File: src/rtl/ula_ctrl.sv
// ---------------------------------------------------------------------------
// ula_ctrl
//
// Register-file and sequencing stage placed in front of the ULA. It accepts
// 16-bit instructions over a valid/ready handshake and holds an
// NREGS x WIDTH register bank. ALU instructions drive the ULA operands and
// capture its result. LDI and MOV bypass the ULA. Every instruction ends in
// a one-cycle WB state, where the result is written back and `done` pulses.
//
// Instruction word:
//   [15:14] opcode  00 NOP | 01 LDI | 10 ALU | 11 MOV
//   [13:11] rd
//   [10:8]  ra
//   [7:5]   rb
//   [7:0]   imm8    (LDI, zero-extended)
//   [0]     op bit  (ALU, drives op_select)
//
// Ports:
//   clk          single clock; all state changes on the rising edge
//   rst          synchronous, active-high reset
//   instr        instruction word
//   instr_valid  instr is valid this cycle
//   instr_ready  high only in IDLE (registered)
//   in_a, in_b   ULA operands (registered; change only on ALU acceptance)
//   op_select    ULA operation select (registered)
//   ula_out      combinational ULA result, sampled at the end of EXEC
//   done         one-cycle pulse while the instruction is in WB
//   dbg_addr     debug read address
//   dbg_data     combinational read of regs[dbg_addr]
//
// Latency from the acceptance edge:
//   ALU      EXEC, then WB (done). The register is visible three cycles later.
//   LDI/MOV  WB (done). The register is visible two cycles later.
//   NOP      WB (done) with the write disabled.
// ---------------------------------------------------------------------------
module ula_ctrl #(
    parameter int WIDTH = 16,
    parameter int NREGS = 8
) (
    input  logic             clk,
    input  logic             rst,
    input  logic [15:0]      instr,
    input  logic             instr_valid,
    output logic             instr_ready,
    output logic [WIDTH-1:0] in_a,
    output logic [WIDTH-1:0] in_b,
    output logic             op_select,
    input  logic [WIDTH-1:0] ula_out,
    output logic             done,
    input  logic [2:0]       dbg_addr,
    output logic [WIDTH-1:0] dbg_data
);

    typedef enum logic [1:0] {
        IDLE = 2'd0,
        EXEC = 2'd1,
        WB   = 2'd2
    } state_t;

    localparam logic [1:0] OP_NOP = 2'b00;
    localparam logic [1:0] OP_LDI = 2'b01;
    localparam logic [1:0] OP_ALU = 2'b10;
    localparam logic [1:0] OP_MOV = 2'b11;

    // Instruction field helpers
    function automatic logic [1:0] f_opcode(input logic [15:0] w);
        return w[15:14];
    endfunction

    function automatic logic [2:0] f_rd(input logic [15:0] w);
        return w[13:11];
    endfunction

    function automatic logic [2:0] f_ra(input logic [15:0] w);
        return w[10:8];
    endfunction

    function automatic logic [2:0] f_rb(input logic [15:0] w);
        return w[7:5];
    endfunction

    // imm8 is placed in the low byte with all upper bits cleared.
    function automatic logic [WIDTH-1:0] zext_imm8(input logic [15:0] w);
        logic [WIDTH-1:0] v;
        v      = '0;
        v[7:0] = w[7:0];
        return v;
    endfunction

    state_t           state;
    logic [WIDTH-1:0] regs [NREGS];
    logic [WIDTH-1:0] result;
    logic [2:0]       rd_q;
    logic             wr_en;

    // ----------------------------------------------------------------------
    // Sequencer: IDLE -> (EXEC ->) WB -> IDLE
    // Operands are read from the bank at acceptance. A source equal to rd
    // therefore sees the pre-write value, because the write happens in WB.
    // ----------------------------------------------------------------------
    always_ff @(posedge clk) begin
        if (rst) begin
            state       <= IDLE;
            instr_ready <= 1'b1;
            done        <= 1'b0;
            in_a        <= '0;
            in_b        <= '0;
            op_select   <= 1'b0;
            result      <= '0;
            rd_q        <= '0;
            wr_en       <= 1'b0;
            for (int i = 0; i < NREGS; i++) begin
                regs[i] <= '0;
            end
        end else begin
            case (state)
                IDLE: begin
                    done <= 1'b0;
                    if (instr_valid) begin
                        instr_ready <= 1'b0;
                        rd_q        <= f_rd(instr);
                        case (f_opcode(instr))
                            OP_ALU: begin
                                in_a      <= regs[f_ra(instr)];
                                in_b      <= regs[f_rb(instr)];
                                op_select <= instr[0];
                                wr_en     <= 1'b1;
                                state     <= EXEC;
                            end
                            OP_LDI: begin
                                result <= zext_imm8(instr);
                                wr_en  <= 1'b1;
                                done   <= 1'b1;
                                state  <= WB;
                            end
                            OP_MOV: begin
                                result <= regs[f_ra(instr)];
                                wr_en  <= 1'b1;
                                done   <= 1'b1;
                                state  <= WB;
                            end
                            OP_NOP: begin
                                wr_en <= 1'b0;
                                done  <= 1'b1;
                                state <= WB;
                            end
                            default: begin
                                wr_en <= 1'b0;
                                done  <= 1'b1;
                                state <= WB;
                            end
                        endcase
                    end
                end

                // Operands have been stable for a full cycle. The ULA output
                // is captured at full width with no flag bits.
                EXEC: begin
                    result <= ula_out;
                    done   <= 1'b1;
                    state  <= WB;
                end

                WB: begin
                    if (wr_en) begin
                        regs[rd_q] <= result;
                    end
                    wr_en       <= 1'b0;
                    done        <= 1'b0;
                    instr_ready <= 1'b1;
                    state       <= IDLE;
                end

                default: begin
                    wr_en       <= 1'b0;
                    done        <= 1'b0;
                    instr_ready <= 1'b1;
                    state       <= IDLE;
                end
            endcase
        end
    end

    // Debug read port: combinational view of the bank.
    assign dbg_data = regs[dbg_addr];

    // Handshake and pulse invariants
    a_ready_done_excl : assert property (@(posedge clk) disable iff (rst)
        !(instr_ready && done));

    a_done_single : assert property (@(posedge clk) disable iff (rst)
        done |=> !done);

endmodule
File: config.mk
export PLATFORM = sky130hd
export DESIGN_NAME = ula_ctrl
export DESIGN_NICKNAME = d
export VERILOG_FILES = /design/src/rtl/ula_ctrl.sv
export SDC_FILE = /design/constraint.sdc
export NUM_CORES = 1
export LEC_CHECK = 0
export CAP_MARGIN = 20
export CORE_MARGIN = 2
export CORE_UTILIZATION = 40
export CTS_BUF_LIST = sky130_fd_sc_hd__clkbuf_8
export DETAILED_ROUTE_END_ITERATION = 12
export PLACE_DENSITY = 0.69
export RECOVER_POWER = 25
export SLEW_MARGIN = 20
export SYNTH_ARGS = -nofsm -noshare
export SYNTH_HDL_FRONTEND = slang
export SYNTH_SLANG_ARGS = --single-unit
export TNS_END_PERCENT = 10
File: constraint.sdc
create_clock -name clk -period 1.45 [get_ports clk]
set_input_delay 0.145 -clock clk [delete_from_list [all_inputs] [get_ports clk]]
set_output_delay 0.145 -clock clk [all_outputs]
set_load 0.02 [all_outputs]
==> out/metrics.cfg, run 1 <==
[clock_tree]
clk_latency_ns = 0.47
clk_pin_slew_worst_paths_ns = 0.09
cts_sinks = 185
cts_max_level = 4
cts_tree = done
postCtsHoldBufs = 0
cts_max_path_buffers = 2
cts_buffers = 17
cts_root_buf = clkbuf_8

[floorplanning]
die_x_um = 160
fp.dieArea_um2 = 25600
std_cell_rows = 57
start_util_pct = 40.3
die_h_um = 160
io_pins = 89
core_um2 = 24100

[critical_path]
critical_path_class = flip-flop to output port
rr_worst_depth = 6
cp.arrival_ns = 1.84
rr_endpoint = result[2]
crit_fanout = 2
reg2reg_setup_slack_ns = -0.24
crit_path_end_kind = output port
r2r-start = regs[5][2]
crit_path_start_kind = flip-flop
required_ns = 1.31

[power_and_ir_drop]
p_total_mw = 11.7
power.leakage_nw = 5.26
power_density_nw_per_um2 = 873
ir_drop_mv = 0.596

[logic_synthesis]
synth_warnings = 0
synth_cell_types = 41
synth_ff_type = edfxtp_1
syn_area_um2 = 9720
ys_seq_elements = 185
async_flop_share_pct = 0
synth_fp_nets = 728
avgSynthCellArea_um2 = 14.1
synth_edf_count = 128
ys_seq_area_share_pct = 51.3
syn-instance-count = 690

[detailed_routing]
viasPerCell = 5.68
drc_errors = 0
drtIter0Drc = 647
firstDrtPassIters = 7
drtAntennaViolNets = 0
wirelength_um = 29500
vias = 7263
wl_per_cell_um = 23.1

[global_routing]
overflow = 0
grt_usage_pct = 22.9
antenna_found_initial = 0
grt_pass1_vias = 7239
grt_max_degree = 35
grt_pass1_wl_um = 43700

[timing]
relSlewSlack_pct = 70.4
holdWs_ns = 0.0559
setup_viol = 266
drv_slew = 0
layout_setup_ws_ns = -0.536
min_period_ns = 1.99
finalHoldViolCount = 0
worst_pin_slew_ns = 0.444
grt_setup_unrepaired = true
clock.fmax_mhz = 504
fin_crit_sh_pct = 137
fin_worst_skew_ns = 0.0117

[placement]
dp_hpwl_um = 19800
port_buffers = 88
gp_congestion = 0.830

[flow_run]
maxCapViolCount = 0

[outcome]
violations = negative setup slack
status = finished, violations left

[hold_path]
whs_path_depth = 3
holdCritStartpoint = rst
hold_path_class = input pin to flip-flop
holdPathEnd = rd_q[2]

[layout]
num_antenna_cells = 0
syn_to_final_growth_pct = 38.2
nets = 979
drive_above_1_share_pct = 44.4

## layout make-up
cell class                      instances  area [um2]
Fill cell                            1987       10700
Sequential cell                       185        4990
Multi-Input combinational cell        447        4750
Timing Repair Buffer                  288        2900
Tap cell                              324         405
Clock buffer                           17         234
Clock inverter                         15         151
Inverter                                2        7.51
## sequential cells by signal, indices dropped and copies added, names as in the netlist
name	cells
regs	128
in_a	16
in_b	16
result	16
rd_q	3
state	2
done	1
instr_ready	1
op_select	1
wr_en	1
## how the worst max path moves through the flow
stage | cells past startpoint | endpoint | startpoint
final | 3 | dbg_data[11] | regs[3][11]
after global placement | 5 | dbg_data[11] | dbg_addr[1]
after CTS | 3 | dbg_data[3] | regs[3][3]
after detailed placement | 5 | dbg_data[7] | dbg_addr[1]
after floorplan | 4 | regs[4][0] | state[1]
after global routing | 3 | dbg_data[11] | regs[0][11]
## critical path: stages (launching register included)
cell and delay, ns:
edfxtp_1 0.42, mux4_2 0.50, mux2_4 0.31, buf_6 0.14
## synthesized netlist by cell type, types with 2 or more instances
cell / n / area, um2
nor3_2: 2 / 20.0
buf_6: 2 / 22.5
buf_1: 5 / 18.8
inv_1: 2 / 7.51
buf_4: 5 / 37.5
mux4_1: 2 / 52.6
o31ai_1: 8 / 60.1
mux2i_1: 11 / 110
dfxtp_1: 57 / 1140
mux2_4: 4 / 60.1
nor3_1: 26 / 130
or2_2: 8 / 50.1
o211ai_2: 4 / 50.1
a22oi_1: 8 / 60.1
edfxtp_1: 128 / 3840
o22ai_1: 24 / 150
nand2b_1: 3 / 18.8
a221oi_1: 8 / 70.1
a211oi_1: 8 / 60.1
nand2_1: 4 / 15.0
nor2b_1: 3 / 18.8
clkbuf_1: 23 / 86.3
mux2_2: 20 / 225
o211ai_1: 4 / 30.0
nor2_1: 63 / 236
mux4_2: 94 / 2120
nand4b_1: 2 / 17.5
buf_2: 19 / 95.1
and2_1: 129 / 807
a21oi_1: 3 / 15.0
## power breakdown
part	internal (mW)	switching, mW
clock network	1.54	1.92
registers	5.84	0.212
logic	1.22	0.996
## logic make-up after synthesis
kind of cell / synth area share (%)
compound gates: 5.45
mux: 26.4
simple gates: 13.9
buf+inv: 3.01
flops: 51.3
## placed cells by master (no fill, tap or decap), types with 3 or more instances in the layout
| master | instances |
|---|---|
| buf_6 | 46 |
| nor2_2 | 6 |
| clkbuf_8 | 17 |
| nor3_2 | 3 |
| o31ai_1 | 7 |
| a22oi_1 | 7 |
| o22ai_1 | 8 |
| buf_2 | 5 |
| a211oi_1 | 6 |
| nand2_1 | 3 |
| nor3_1 | 24 |
| edfxtp_1 | 128 |
| mux2i_1 | 9 |
| inv_6 | 4 |
| clkbuf_1 | 3 |
| o211ai_1 | 4 |
| mux2_4 | 19 |
| o22ai_2 | 14 |
| mux4_2 | 96 |
| a221oi_1 | 6 |
| buf_12 | 33 |
| o211ai_2 | 4 |
| clkdlybuf4s50_1 | 32 |
| dfxtp_1 | 56 |
| inv_1 | 4 |
| nor2_1 | 53 |
| or2_4 | 9 |
| dlygate4sd2_1 | 35 |
| mux2_2 | 5 |
| buf_4 | 130 |
| a21oi_1 | 3 |
| nand2b_1 | 3 |
| nor2_4 | 4 |
| and2_1 | 128 |
## per-layer routing
| layer | GRT usage (%) | share of wire, % | up-vias |
|---|---|---|---|
| met1 | 31.2 | 40 | 3631 |
| li1 | - | - | 3183 |
| met4 | 7.82 | 2.9 | 0 |
| met3 | 4.39 | 8.8 | 69 |
| met2 | 37.1 | 48 | 380 |
| met5 | 0 | 0 | - |
## what timing repair did
item,4_1_cts,5_1_grt
endpoints found under the setup margin,356,321
pin swaps,19,12
cloned,1,1
gates resized for setup,178,62
setup buffers,15,21
## per-stage QoR
step | cell area, um2 | utilization (%) | setup slack [ns] | setup TNS (ns) | cells
finish | 13400 | 55.7 | -0.536 | -35.20 | 1278
global route | 13400 | 55.7 | -0.580 | -50.00 | 1278
CTS | 13100 | 54.2 | -0.551 | -19.79 | 1267
detailed placement | 12400 | 51.4 | -0.807 | -49.79 | 1220
global placement | 12400 | 51.4 | -0.787 | -41.90 | 1220
floorplan | 9770 | - | -0.0500 | -5.43 | 690
Power figures use the tool's default switching activity.
==> run 2, diff against run 1 <==
CELL_PAD_IN_SITES_DETAIL_PLACEMENT = 1   (was unset)
CELL_PAD_IN_SITES_GLOBAL_PLACEMENT = 1   (was unset)
PLACE_DENSITY = 0.79   (was 0.69)
==> run 2 against run 1 <==
Against the previous run:
- the run still ends with negative setup slack left
- worst setup slack lost 0.12 ns
- worst hold slack gained 0.15 ns
- register-to-register slack lost 0.18 ns
- via count grew 8.8%
- first-iteration DRC count grew 58%
- largest cell class unchanged
==> out/metrics.cfg, run 2 (synthesized netlist as in run 1, its figures left out) <==
[detailed_routing]
firstDrtPassIters = 5
vias = 7902
drc_errors = 0
wirelength_um = 37000
wl_per_cell_um = 29.2
drtAntennaViolNets = 0
viasPerCell = 6.24
drtIter0Drc = 1025

[timing]
fin_crit_sh_pct = 145
worst_pin_slew_ns = 0.502
grt_setup_unrepaired = true
drv_slew = 0
relSlewSlack_pct = 66.6
clock.fmax_mhz = 475
min_period_ns = 2.11
fin_worst_skew_ns = 0.0150
setup_viol = 201
holdWs_ns = 0.204
layout_setup_ws_ns = -0.656
finalHoldViolCount = 0

[layout]
top_register = regs
multi_input_area_um2 = 4890
drive_above_1_share_pct = 45.8
syn_to_final_growth_pct = 38.7
final_common_cell = edfxtp_1
layout_common_cells = edfxtp_1, and2_1, buf_4, mux4_2, dfxtp_1
fillerInstances = 2356
nets = 968
regArea_um2 = 4990
largest_reg_flops = 128
num_antenna_cells = 0

[flow_run]
maxCapViolCount = 0

[clock_tree]
cts_buffers = 17
cts_root_buf = clkbuf_8
cts_tree = done
cts_sinks = 185
cts_max_level = 4
clk_pin_slew_worst_paths_ns = 0.11
clk_latency_ns = 0.49
cts_max_path_buffers = 2

[power_and_ir_drop]
p_total_mw = 12.2
p_switching_mw = 3.45
internal-power_mw = 8.79
p_seq_share_pct = 49.9
power_density_nw_per_um2 = 908
pwr-share-clk_pct = 31.0
pwr-share-comb_pct = 19.1
ir_drop_mv = 0.534
switching_share_pct = 28.2
power.leakage_nw = 5.23

[global_routing]
grt_max_degree = 40
antenna_found_initial = 0
grt_usage_pct = 28.6
overflow = 0
grt_pass1_wl_um = 54000
grt_pass1_vias = 8284

[critical_path]
cp.arrival_ns = 1.96
reg2reg_setup_slack_ns = -0.42
critical_path_class = flip-flop to output port
crit_path_end_kind = output port
crit_fanout = 2
required_ns = 1.31
crit_path_start_kind = flip-flop

[floorplanning]
core_um2 = 24100
die_h_um = 160
io_pins = 89
start_util_pct = 40.3
std_cell_rows = 57
fp.dieArea_um2 = 25600
die_x_um = 160

[placement]
dp_hpwl_um = 23600
port_buffers = 88
gp_congestion = 0.852

[hold_path]
hold_path_class = input pin to flip-flop

[outcome]
violations = negative setup slack
status = finished, violations left

[run 2: cell type report]
| cell class | count | share of cell area, % |
|---|---|---|
| clock inverters | 15 | 1.30 |
| inverters | 2 | 0.0557 |
| well taps | 324 | 3.01 |
| flip-flops and latches | 185 | 37.0 |
| repair buffers | 276 | 20.6 |
| clock buffers | 17 | 1.74 |
| multi-input cells | 448 | 36.2 |
[run 2: stage by stage]
stage                     cells  util (%)  instance area (um2)  TNS, ns  setup slack, ns
final                      1267      55.9                13500   -30.07           -0.656
after global routing       1267      55.9                13500   -41.54           -0.696
after CTS                  1262      55.1                13300   -21.56           -0.592
after detailed placement   1206      51.0                12300   -72.19           -0.810
after global placement     1206      51.0                12300   -39.68           -0.777
after floorplan             690         -                 9770    -5.43          -0.0500
[run 2: power by group through the flow]
stage | clock, mW | combinational [mW] | sequential [mW]
finish | 3.80 | 2.34 | 6.11
global route | 4.00 | 2.43 | 6.12
CTS | 3.77 | 2.24 | 6.07
detailed placement | 0 | 2.05 | 6.19
global placement | 0 | 1.98 | 6.17
floorplan | 0 | 1.02 | 6.14
[run 2: path summary, 6_finish.rpt]
kind	from	to	cells after the start
worst min-delay path	rst	state[0]	3
worst max-delay path	regs[0][6]	dbg_data[6]	3
worst min register to register	op_select	op_select	2
worst max register to register	regs[0][5]	in_a[5]	6
[run 2: critical path: stages (launching register included)]
cell and delay (ns):
edfxtp_1 0.50, mux4_2 0.52, mux2_4 0.32, buf_6 0.14
[run 2: timing repair]
item                       4_1_cts  5_1_grt
gates resized for setup        230       46
hold endpoints to repair         0        0
cloned                           2        0
setup endpoints to repair      356      322
pin swaps                       24       13
hold buffers                     0        0
buffers inserted                25        9
[run 2: per-layer routing]
layer	global-route usage (%)	share of wire [%]	up-vias
met5	0	0	-
met4	10.4	3.5	0
met3	4.57	8.1	102
met2	48.4	51	509
met1	37.4	38	4127
li1	-	-	3164
